<file path="config.mk">
export PLATFORM = sky130hd
export DESIGN_NAME = g_nnand_filt
export DESIGN_NICKNAME = d
export VERILOG_FILES = /design/src/rtl/g_nnand_filt.sv
export SDC_FILE = /design/constraint.sdc
export NUM_CORES = 1
export LEC_CHECK = 0
export ABC_AREA = 1
export CORE_AREA = 8 8 45 47
export DETAILED_ROUTE_END_ITERATION = 16
export DIE_AREA = 0 0 53 55
export DONT_BUFFER_PORTS = 1
export GPL_TIMING_DRIVEN = 0
export PLACE_DENSITY = 0.52
export SYNTH_ARGS = -nofsm -noshare
export SYNTH_HDL_FRONTEND = slang
export SYNTH_SLANG_ARGS = --single-unit
</file>
<file path="constraint.sdc">
create_clock -name CK -period 1.3 [get_ports CK]
set_input_delay 0.13 -clock CK [delete_from_list [all_inputs] [get_ports CK]]
set_output_delay 0.13 -clock CK [all_outputs]
set_load 0.05 [all_outputs]
</file>
<file path="src/rtl/g_nnand_filt.sv">
// g_nnand_filt: registered, parametrised mixed-polarity NAND with a
// consecutive-cycle stability filter on the output.
//
// Data path: A -> (optional synchronizer) -> a_q -> polarity mask -> NAND -> filter -> YN.
// The raw NAND result must disagree with YN on FILT_CYC consecutive CE
// cycles before YN follows it. CHG pulses for one cycle when YN changes,
// and BUSY is high while the filter counter is nonzero.
//
// Optional feature macro: G_NNAND_SYNC_EN
//   defined   - free-running two-flop synchronizer on A ahead of the input
//               register (adds two edges of latency; ignores CE).
//   undefined - A feeds the input register directly.
module g_nnand_filt #(
  parameter int unsigned      WIDTH    = 3,
  parameter logic [WIDTH-1:0] INV_MASK = 3'b011,
  parameter int unsigned      FILT_CYC = 4
) (
  input  logic             CK,
  input  logic             CDN,
  input  logic             CE,
  input  logic [WIDTH-1:0] A,
  output logic             YN,
  output logic             CHG,
  output logic             BUSY
);

  // Counter only needs to reach FILT_CYC-1; keep at least one bit so the
  // FILT_CYC=1 build still has a well-formed (always zero) counter.
  localparam int unsigned      CNT_W    = (FILT_CYC > 2) ? $clog2(FILT_CYC) : 1;
  localparam logic [CNT_W-1:0] CNT_LAST = CNT_W'(FILT_CYC - 1);

  logic [WIDTH-1:0] a_in;
  logic [WIDTH-1:0] a_q, a_d;
  logic [WIDTH-1:0] eff;
  logic             raw;
  logic             yn_q, yn_d;
  logic             chg_q, chg_d;
  logic [CNT_W-1:0] cnt_q, cnt_d;

`ifdef G_NNAND_SYNC_EN
  logic [WIDTH-1:0] sync1_q, sync2_q;

  // Free-running two-flop synchronizer; reset to INV_MASK so the raw
  // result seen downstream is 1 (matching YN) straight out of reset.
  always_ff @(posedge CK or negedge CDN) begin
    if (!CDN) begin
      sync1_q <= INV_MASK;
      sync2_q <= INV_MASK;
    end else begin
      sync1_q <= A;
      sync2_q <= sync1_q;
    end
  end

  assign a_in = sync2_q;
`else
  assign a_in = A;
`endif

  // Per-input polarity: a set mask bit marks an active-low pin.
  genvar gi;
  generate
    for (gi = 0; gi < WIDTH; gi++) begin : g_pol
      assign eff[gi] = a_q[gi] ^ INV_MASK[gi];
    end
  endgenerate

  assign raw = ~&eff;

  // Next-state for input register, filter counter, output and change pulse.
  always_comb begin
    a_d   = a_q;
    yn_d  = yn_q;
    cnt_d = cnt_q;
    chg_d = 1'b0;
    if (CE) begin
      a_d = a_in;
      if (raw == yn_q) begin
        // Agreement (or a glitch that went away) restarts the count.
        cnt_d = '0;
      end else if (cnt_q == CNT_LAST) begin
        yn_d  = raw;
        cnt_d = '0;
        chg_d = 1'b1;
      end else begin
        cnt_d = cnt_q + 1'b1;
      end
    end
  end

  // State registers; clear puts the gate in its idle, output-high state.
  always_ff @(posedge CK or negedge CDN) begin
    if (!CDN) begin
      a_q   <= INV_MASK;
      yn_q  <= 1'b1;
      cnt_q <= '0;
      chg_q <= 1'b0;
    end else begin
      a_q   <= a_d;
      yn_q  <= yn_d;
      cnt_q <= cnt_d;
      chg_q <= chg_d;
    end
  end

  assign YN   = yn_q;
  assign CHG  = chg_q;
  assign BUSY = |cnt_q;

endmodule
</file>
==> results.toml, run 1 <==
[floorplan]
ios = 9
rows = 14
die_y_um = 55
design.die.area_sq_um = 2920
core_sq_um = 1380
start_util_pct = 26.5
die_w_um = 53

[sta]
tightest_slew_ns = 0.440
setup_viol_count_final = 0
maxSlewViolCount = 0
skew_ns = 0.00296
worst_slack_ns = 0.0393
fin_crit_sh_pct = 97.0
hold_viol = 0
setup_tns_ns = 0
holdWs_ns = 0.0459
relSlewSlack_pct = 70.7
rsz0062_at_grt = "true"
max_freq_mhz = 793
period_minus_slack_ns = 1.26

[hold_path]
min_path_type = "in -> reg"

[grt]
grt_pass1_vias = 318
grt_util_all_layers_pct = 6.26
antenna_found_initial = 0
grt_max_degree = 11
overflow = 0
grt_pass1_wl_um = 1280

[setup_path]
end_kind = "output pin"
startpoint_type = "flip-flop"
worstPathRequired_ns = 1.17
critPathArrivalTime_ns = 1.13
critPathKind = "reg -> out"
critPathMaxFanout = 3

[clocking]
clock_latency_ns = 0.26
numClockSinks = 7
cts_tree = "done"
ctsLongestPathBuffers = 2
cts_buffers = 3
clkSlewWorstSetupHoldPaths_ns = 0.06
cts-root-buf = "clkbuf_4"
htreeDepth = 1

[pwr]
p_seq_share_pct = 41.6
switching_share_pct = 43.5
pwr-share-clk_pct = 21.7
p_per_area_nw_per_um2 = 2020
cellLeakagePower_nw = 0.235
switching_power_mw = 0.418
cell_internal_pwr_mw = 0.542
pwr-share-comb_pct = 36.7
vdd_ir_drop_max_mv = 0.517
total_power_mw = 0.959

[route]
viasPerCell = 4.34
drc = 0
wire_per_inst_um = 10.8
ant_nets = 0
via_count = 295
drt-pass1-iter-count = 4
wl_um = 732
drt_iter0_drc = 9

[place]
routabilityCongestion = 0.703
place_inst = 58
place_ws_ns = 0.178
portBuffers = 0
dpl.hpwl_um = 497
dpl_cell_area_sq_um = 387

[yosys]
syn_avg_cell_area_sq_um = 8.73
synth-warning-count = 0
synthCells = 42
synthDistinctLibCells = 15
synthesis.nets = 50
netlist_area_sq_um = 367
ys_seq_area_share_pct = 48.8
ys_ff_latch = 7

[layout]
area_delta_synth_final_pct = 29.4
drive_gt1_share_pct = 30.8
fin_cells = 68
antenna_cells = 0
design_area_sq_um = 474
final_nets = 61
final_util_pct = 34.3

[flow_run]
maxCapViolations = 0

[outcome]
status = "finished clean"
==> sequential cells by signal, indices dropped and copies added (netlist names) <==
signal / count
CHG: 1
YN: 1
a_q: 3
cnt_q: 2
==> power by group through the flow <==
stage,Sequential (mW),Clock [mW],Combinational [mW]
floorplan,0.398,0,0.232
global placement,0.408,0,0.258
detailed placement,0.408,0,0.261
CTS,0.397,0.208,0.334
global route,0.408,0.231,0.391
finish,0.399,0.208,0.352
==> layout make-up <==
cell class	count	area, sq um
fillers	146	910
well taps	16	20.0
plain buffers	1	15.0
multi-input cells	26	145
clock buffers	4	26.3
flip-flops and latches	7	179
inverters	8	33.8
repair buffers	6	55.1
==> placed cells by master, fill, tap and decap left out, drive strengths merged <==
cell type and count:
nand2 12, inv 7, dfrtp 4, dlygate4sd3 4, nor2 4, clkbuf 4, dfstp 3, nand4 3
buf 3, o21ai 2, nand3 2, ha 2, clkinvlp 1, a31oi 1
==> timing repair <==
| action | CTS | global route |
|---|---|---|
| pin swaps | 0 | 0 |
| hold buffers | 4 | 0 |
| setup endpoints to repair | 1 | 1 |
| hold endpoints to repair | 10 | 0 |
| setup buffers | 1 | 1 |
| resized for setup | 1 | 1 |
| cloned | 0 | 0 |
==> synth_stat cells <==
cell type | instances | area, sq um
o21ai_1 | 2 | 10.0
nand3_2 | 1 | 10.0
inv_2 | 1 | 3.75
a31oi_1 | 1 | 6.26
inv_1 | 7 | 26.3
nand4_1 | 3 | 18.8
nand2_1 | 10 | 37.5
nor2_2 | 1 | 6.26
ha_1 | 2 | 25.0
nand2_2 | 2 | 12.5
buf_8 | 1 | 15.0
dfrtp_1 | 4 | 100
dfstp_2 | 3 | 78.8
nor2_1 | 3 | 11.3
nand3_1 | 1 | 5.00
==> path summary, 6_finish.rpt <==
kind / startpoint / endpoint / slack [ns] / cells after the start
setup / recovery: cnt_q[1]$_DFFE_PN0P_ / BUSY / 0.04 / 3
hold / removal: CE / a_q[0]$_DFFE_PN1P_ / 0.05 / 2
setup reg to reg: YN$_DFFE_PN1P_ / CHG$_DFF_PN0_ / 0.17 / 4
hold reg to reg: a_q[0]$_DFFE_PN1P_ / a_q[0]$_DFFE_PN1P_ / 0.48 / 2
max in group asynchronous: CDN / a_q[0]$_DFFE_PN1P_ / 0.80 / 1
min in group asynchronous: CDN / CHG$_DFF_PN0_ / 0.20 / 1
==> per-layer routing <==
layer	part of all wire, %	GRT usage [%]	vias up
met1	45	6.62	133
met4	1.4	6.47	0
met5	0	0	-
met2	46	8.98	9
li1	-	-	151
met3	7.9	2.67	2
==> kinds of logic after synthesis <==
logic type / synth area share (%)
AO/OA/AOI/OAI: 4.44
adder cells (fa/ha/maj): 6.82
buffers and inverters: 12.3
flip-flops: 48.8
AND/OR/NAND/NOR: 27.6
==> worst max-delay path, cell delays in order (launching register included) <==
cell,delay [ns]
dfrtp_1,0.39
inv_1,0.06
ha_2,0.18
clkinvlp_4,0.24
Power figures use the tool's default switching activity.
==> inputs of run 2 (changes only) <==
--- a/config.mk
+++ b/config.mk
@@ -6,9 +6,9 @@
 export NUM_CORES = 1
 export LEC_CHECK = 0
 export ABC_AREA = 1
-export CORE_AREA = 8 8 45 47
+export CORE_AREA = 5 5 42 44
 export DETAILED_ROUTE_END_ITERATION = 16
-export DIE_AREA = 0 0 53 55
+export DIE_AREA = 0 0 47 49
 export DONT_BUFFER_PORTS = 1
 export GPL_TIMING_DRIVEN = 0
 export PLACE_DENSITY = 0.52
==> results.toml, run 2 (synthesis gave the netlist of run 1 again) <==
[outcome]
status = "finished clean"

[setup_path]
critPathArrivalTime_ns = 1.13
r2r_cells = 4
end_kind = "output pin"
slowest_delay_ns = 0.41
critPathMaxFanout = 4
r2r_end = "CHG$_DFF_PN0_"
worstPathRequired_ns = 1.17
crit-reg2reg-launch = "YN$_DFFE_PN1P_"
critPathKind = "reg -> out"
startpoint_type = "flip-flop"
reg2reg_slack_ns = 0.18
path_buf_inv = 2
crit_path_start = "cnt_q[0]$_DFFE_PN0P_"
cp_top_family = "flip-flops"
crit_slowest_cell = "dfrtp_1"
crit_chain = "inv_1 -> ha_2 -> clkinvlp_4"

[sta]
relSlewSlack_pct = 70.6
skew_ns = 0.000131
hold_viol = 0
setup_viol_count_final = 0
tightest_slew_ns = 0.441
setup_tns_ns = 0
period_minus_slack_ns = 1.26
rsz0062_at_grt = "true"
maxSlewViolCount = 0
max_freq_mhz = 791
fin_crit_sh_pct = 97.2

[floorplan]
die_w_um = 47
rows = 14
core_sq_um = 1400
start_util_pct = 26.2
die_y_um = 49
design.die.area_sq_um = 2300
ios = 9

[route]
drc = 0
wl_um = 617
viasPerCell = 4.06
ant_nets = 0
drt_iter0_drc = 2
drt-pass1-iter-count = 4
via_count = 268
wire_per_inst_um = 9.35

[clocking]
cts_buffers = 3
htreeDepth = 1
cts-root-buf = "clkbuf_4"
cts_tree = "done"
numClockSinks = 7
clkSlewWorstSetupHoldPaths_ns = 0.05
ctsLongestPathBuffers = 2
clock_latency_ns = 0.24

[layout]
final_nets = 59
final_util_pct = 32.8
layout_common_cells = "nand2_1 (10), inv_1 (6), dfrtp_1 (4), dlygate4sd3_1 (4)"
drive_gt1_share_pct = 28.0
reg_top3 = "a_q (3), cnt_q (2)"
antenna_cells = 0
largest_register_ffs = 3
layout_commonest_cell = "nand2_1"
fin_cells = 66
area_delta_synth_final_pct = 25.3
top_register = "a_q"

[grt]
antenna_found_initial = 0
overflow = 0
grt_pass1_wl_um = 966
grtUsageMet1_pct = 5.58
grt_util_all_layers_pct = 6.30
met2_usage_pct = 9.28
grt_pass1_vias = 253
grt_max_degree = 11
top_usage_layer = "met2"
gr-usage-met3_pct = 7.38

[flow_run]
maxCapViolations = 0

[pwr]
vdd_ir_drop_max_mv = 0.759
cellLeakagePower_nw = 0.225
p_per_area_nw_per_um2 = 1960
total_power_mw = 0.900

[hold_path]
hold_depth = 2
worstHoldStart = "CE"
min_path_type = "in -> reg"
hold_path_end = "a_q[0]$_DFFE_PN1P_"

[place]
place_inst = 58
portBuffers = 0
dpl.hpwl_um = 469
routabilityCongestion = 0.634
[run 2: metal layers]
layer  up-vias  routed length, um  share of wire, %
met5         -                  0                 0
met4         0                  0                 0
met3         0                 69                11
met2         9                280                45
met1       112                268                43
li1        147                  -                 -
[run 2: layout make-up]
class                   instances  area (sq um)
multi-input cells              26           145
flip-flops and latches          7           179
fillers                       157           942
plain buffers                   1          15.0
inverters                       8          33.8
clock buffers                   4          26.3
well taps                      16          20.0
repair buffers                  4          40.0
[run 2: worst max-delay path by stage]
stage	cells past startpoint	slack (ns)	end
floorplan	4	0.23	CHG$_DFF_PN0_
global placement	4	0.19	CHG$_DFF_PN0_
detailed placement	4	0.19	cnt_q[0]$_DFFE_PN0P_
CTS	3	0.0005	BUSY
global route	3	-0.03	BUSY
finish	3	0.04	BUSY
[run 2: report_power, final]
part	switching (mW)	internal [mW]	leakage, nW
clock network	0.0720	0.117	0.0150
logic	0.201	0.101	0.126
registers	0.119	0.290	0.0838
total	0.392	0.508	0.225
[run 2: repair_timing]
action                                 CTS  global route
endpoints found under the hold margin   10             0
setup buffers                            0             0
hold buffers                             4             0
pin swaps                                0             1
gates resized for setup                  1             1
setup endpoints to repair                1             1
[run 2: metrics by stage]
step / area (sq um) / hold WS, ns / setup slack, ns
detailed placement: 387 / -0.165 / 0.186
global route: 459 / 0.0477 / -0.0345
global placement: 387 / -0.165 / 0.186
CTS: 457 / 0.0481 / 0.000499
floorplan: 367 / -0.166 / 0.229
finish: 459 / 0.0569 / 0.0358
==> inputs of run 3 (changes only) <==
--- a/config.mk
+++ b/config.mk
@@ -11,7 +11,8 @@
 export DIE_AREA = 0 0 47 49
 export DONT_BUFFER_PORTS = 1
 export GPL_TIMING_DRIVEN = 0
-export PLACE_DENSITY = 0.52
+export PLACE_DENSITY = 0.53
+export SLEW_MARGIN = 20
 export SYNTH_ARGS = -nofsm -noshare
 export SYNTH_HDL_FRONTEND = slang
 export SYNTH_SLANG_ARGS = --single-unit
==> constraint.sdc (replaced) <==
create_clock -name CK -period 1 [get_ports CK]
set_input_delay 0.1 -clock CK [delete_from_list [all_inputs] [get_ports CK]]
set_output_delay 0.1 -clock CK [all_outputs]
set_load 0.05 [all_outputs]
==> results.toml, run 3 (synthesis gave the netlist of run 1 again) <==
[outcome]
status = "finished with violations"
violations = "setup timing"

[sta]
setup_viol_count_final = 5
maxSlewViolCount = 0
setup_tns_ns = -0.459
rsz0062_at_grt = "true"
fin_crit_sh_pct = 117
period_minus_slack_ns = 1.17
worst_slack_ns = -0.175
max_freq_mhz = 851
hold_viol = 0
relSlewSlack_pct = 70.7
tightest_slew_ns = 0.440
skew_ns = 0.00332

[place]
portBuffers = 0
dpl_cell_area_sq_um = 390
place_inst = 58
routabilityCongestion = 0.650
dpl.hpwl_um = 493

[route]
wire_per_inst_um = 9.78
drt_iter0_drc = 3
wl_um = 665
via_count = 292
drc = 0
viasPerCell = 4.29
drt-pass1-iter-count = 2
ant_nets = 0

[setup_path]
cp_top_family = "flip-flops"
r2r_cells = 4
slowest_delay_ns = 0.39
cp.depth = 3
worstPathRequired_ns = 0.90
crit_slowest_cell = "dfrtp_1"
critPathKind = "reg -> out"
end_kind = "output pin"
crit_chain = "inv_2 -> ha_4 -> clkinvlp_4"
path_buf_inv = 2
startpoint_type = "flip-flop"
critPathArrivalTime_ns = 1.07
critPathMaxFanout = 2

[layout]
final_nets = 61
reg_top3 = "a_q (3), cnt_q (2)"
largest_register_ffs = 3
layout_common_cells = "nand2_1 (10), dfrtp_1 (4), inv_2 (4), dlygate4sd3_1 (4)"
top_register = "a_q"
layout_commonest_cell = "nand2_1"
design_area_sq_um = 508
antenna_cells = 0
fin_cells = 68
drive_gt1_share_pct = 40.4
area_delta_synth_final_pct = 38.6

[grt]
grt_pass1_vias = 287
overflow = 0
grt_max_degree = 11
grt_pass1_wl_um = 1140
grt_util_all_layers_pct = 7.58
antenna_found_initial = 0

[floorplan]
design.die.area_sq_um = 2300
die_y_um = 49
start_util_pct = 26.2
rows = 14
ios = 9
core_sq_um = 1400
die_w_um = 47

[clocking]
clkSlewWorstSetupHoldPaths_ns = 0.05
clock_latency_ns = 0.25
htreeDepth = 1
cts-root-buf = "clkbuf_4"
numClockSinks = 7
cts_tree = "done"
cts_buffers = 3
ctsLongestPathBuffers = 2

[flow_run]
maxCapViolations = 0

[pwr]
vdd_ir_drop_max_mv = 1.12
cellLeakagePower_nw = 0.236
p_per_area_nw_per_um2 = 2660

[hold_path]
min_path_type = "in -> reg"
hold_depth = 2
==> run 3: per-layer routing <==
metal	track usage, %	wire length [um]	vias to the layer above
met5	0	0	-
met4	5.53	0	0
met3	6.27	69	0
met2	9.95	299	9
met1	7.62	296	132
li1	-	-	151
==> run 3: power by group <==
group | switching [mW] | total (mW) | leakage [nW] | internal, mW
combinational | 0.328 | 0.545 | 0.137 | 0.218
clock | 0.107 | 0.260 | 0.0150 | 0.152
sequential | 0.153 | 0.545 | 0.0841 | 0.392
==> run 3: worst paths after layout <==
kind,to,slack [ns],startpoint
max in group asynchronous,a_q[0]$_DFFE_PN1P_,0.52,CDN
setup reg to reg,cnt_q[0]$_DFFE_PN0P_,-0.08,YN$_DFFE_PN1P_
hold / removal,a_q[1]$_DFFE_PN1P_,0.02,CE
setup / recovery,BUSY,-0.17,cnt_q[0]$_DFFE_PN0P_
hold reg to reg,a_q[0]$_DFFE_PN1P_,0.48,a_q[0]$_DFFE_PN1P_
min in group asynchronous,CHG$_DFF_PN0_,0.18,CDN
==> run 3: final cells by class <==
cell class	instances	area [sq um]
Sequential cell	7	183
Inverter	8	33.8
Multi-Input combinational cell	26	175
Tap cell	16	20.0
Buffer	1	15.0
Clock buffer	4	26.3
Fill cell	158	893
Timing Repair Buffer	6	55.1
==> run 3: worst reg2reg max path, delay by kind of cell, from the launching register on <==
| kind | cells | cell delay, ns |
|---|---|---|
| DFF | 1 | 0.73 |
| buffers and inverters | 1 | 0.05 |
| and+or+nand+nor | 3 | 0.23 |
==> run 3: repair_timing <==
item                       4_1_cts  5_1_grt
hold buffers                     4        0
hold endpoints to repair        10        0
resized for setup                5        4
setup endpoints to repair        6        6
pin swaps                        9        7
buffers inserted                 2        1
==> run 3: metrics by stage <==
step | total power [mW] | worst slack, ns | hold WS [ns] | utilization (%)
after floorplan | 0.836 | -0.0199 | -0.196 | -
after global placement | 0.885 | -0.0604 | -0.195 | 27.9
after detailed placement | 0.891 | -0.0666 | -0.195 | 27.9
after CTS | 1.32 | -0.230 | 0.00779 | 35.4
after global routing | 1.47 | -0.232 | 0.00648 | 36.3
final | 1.35 | -0.175 | 0.0165 | 36.3
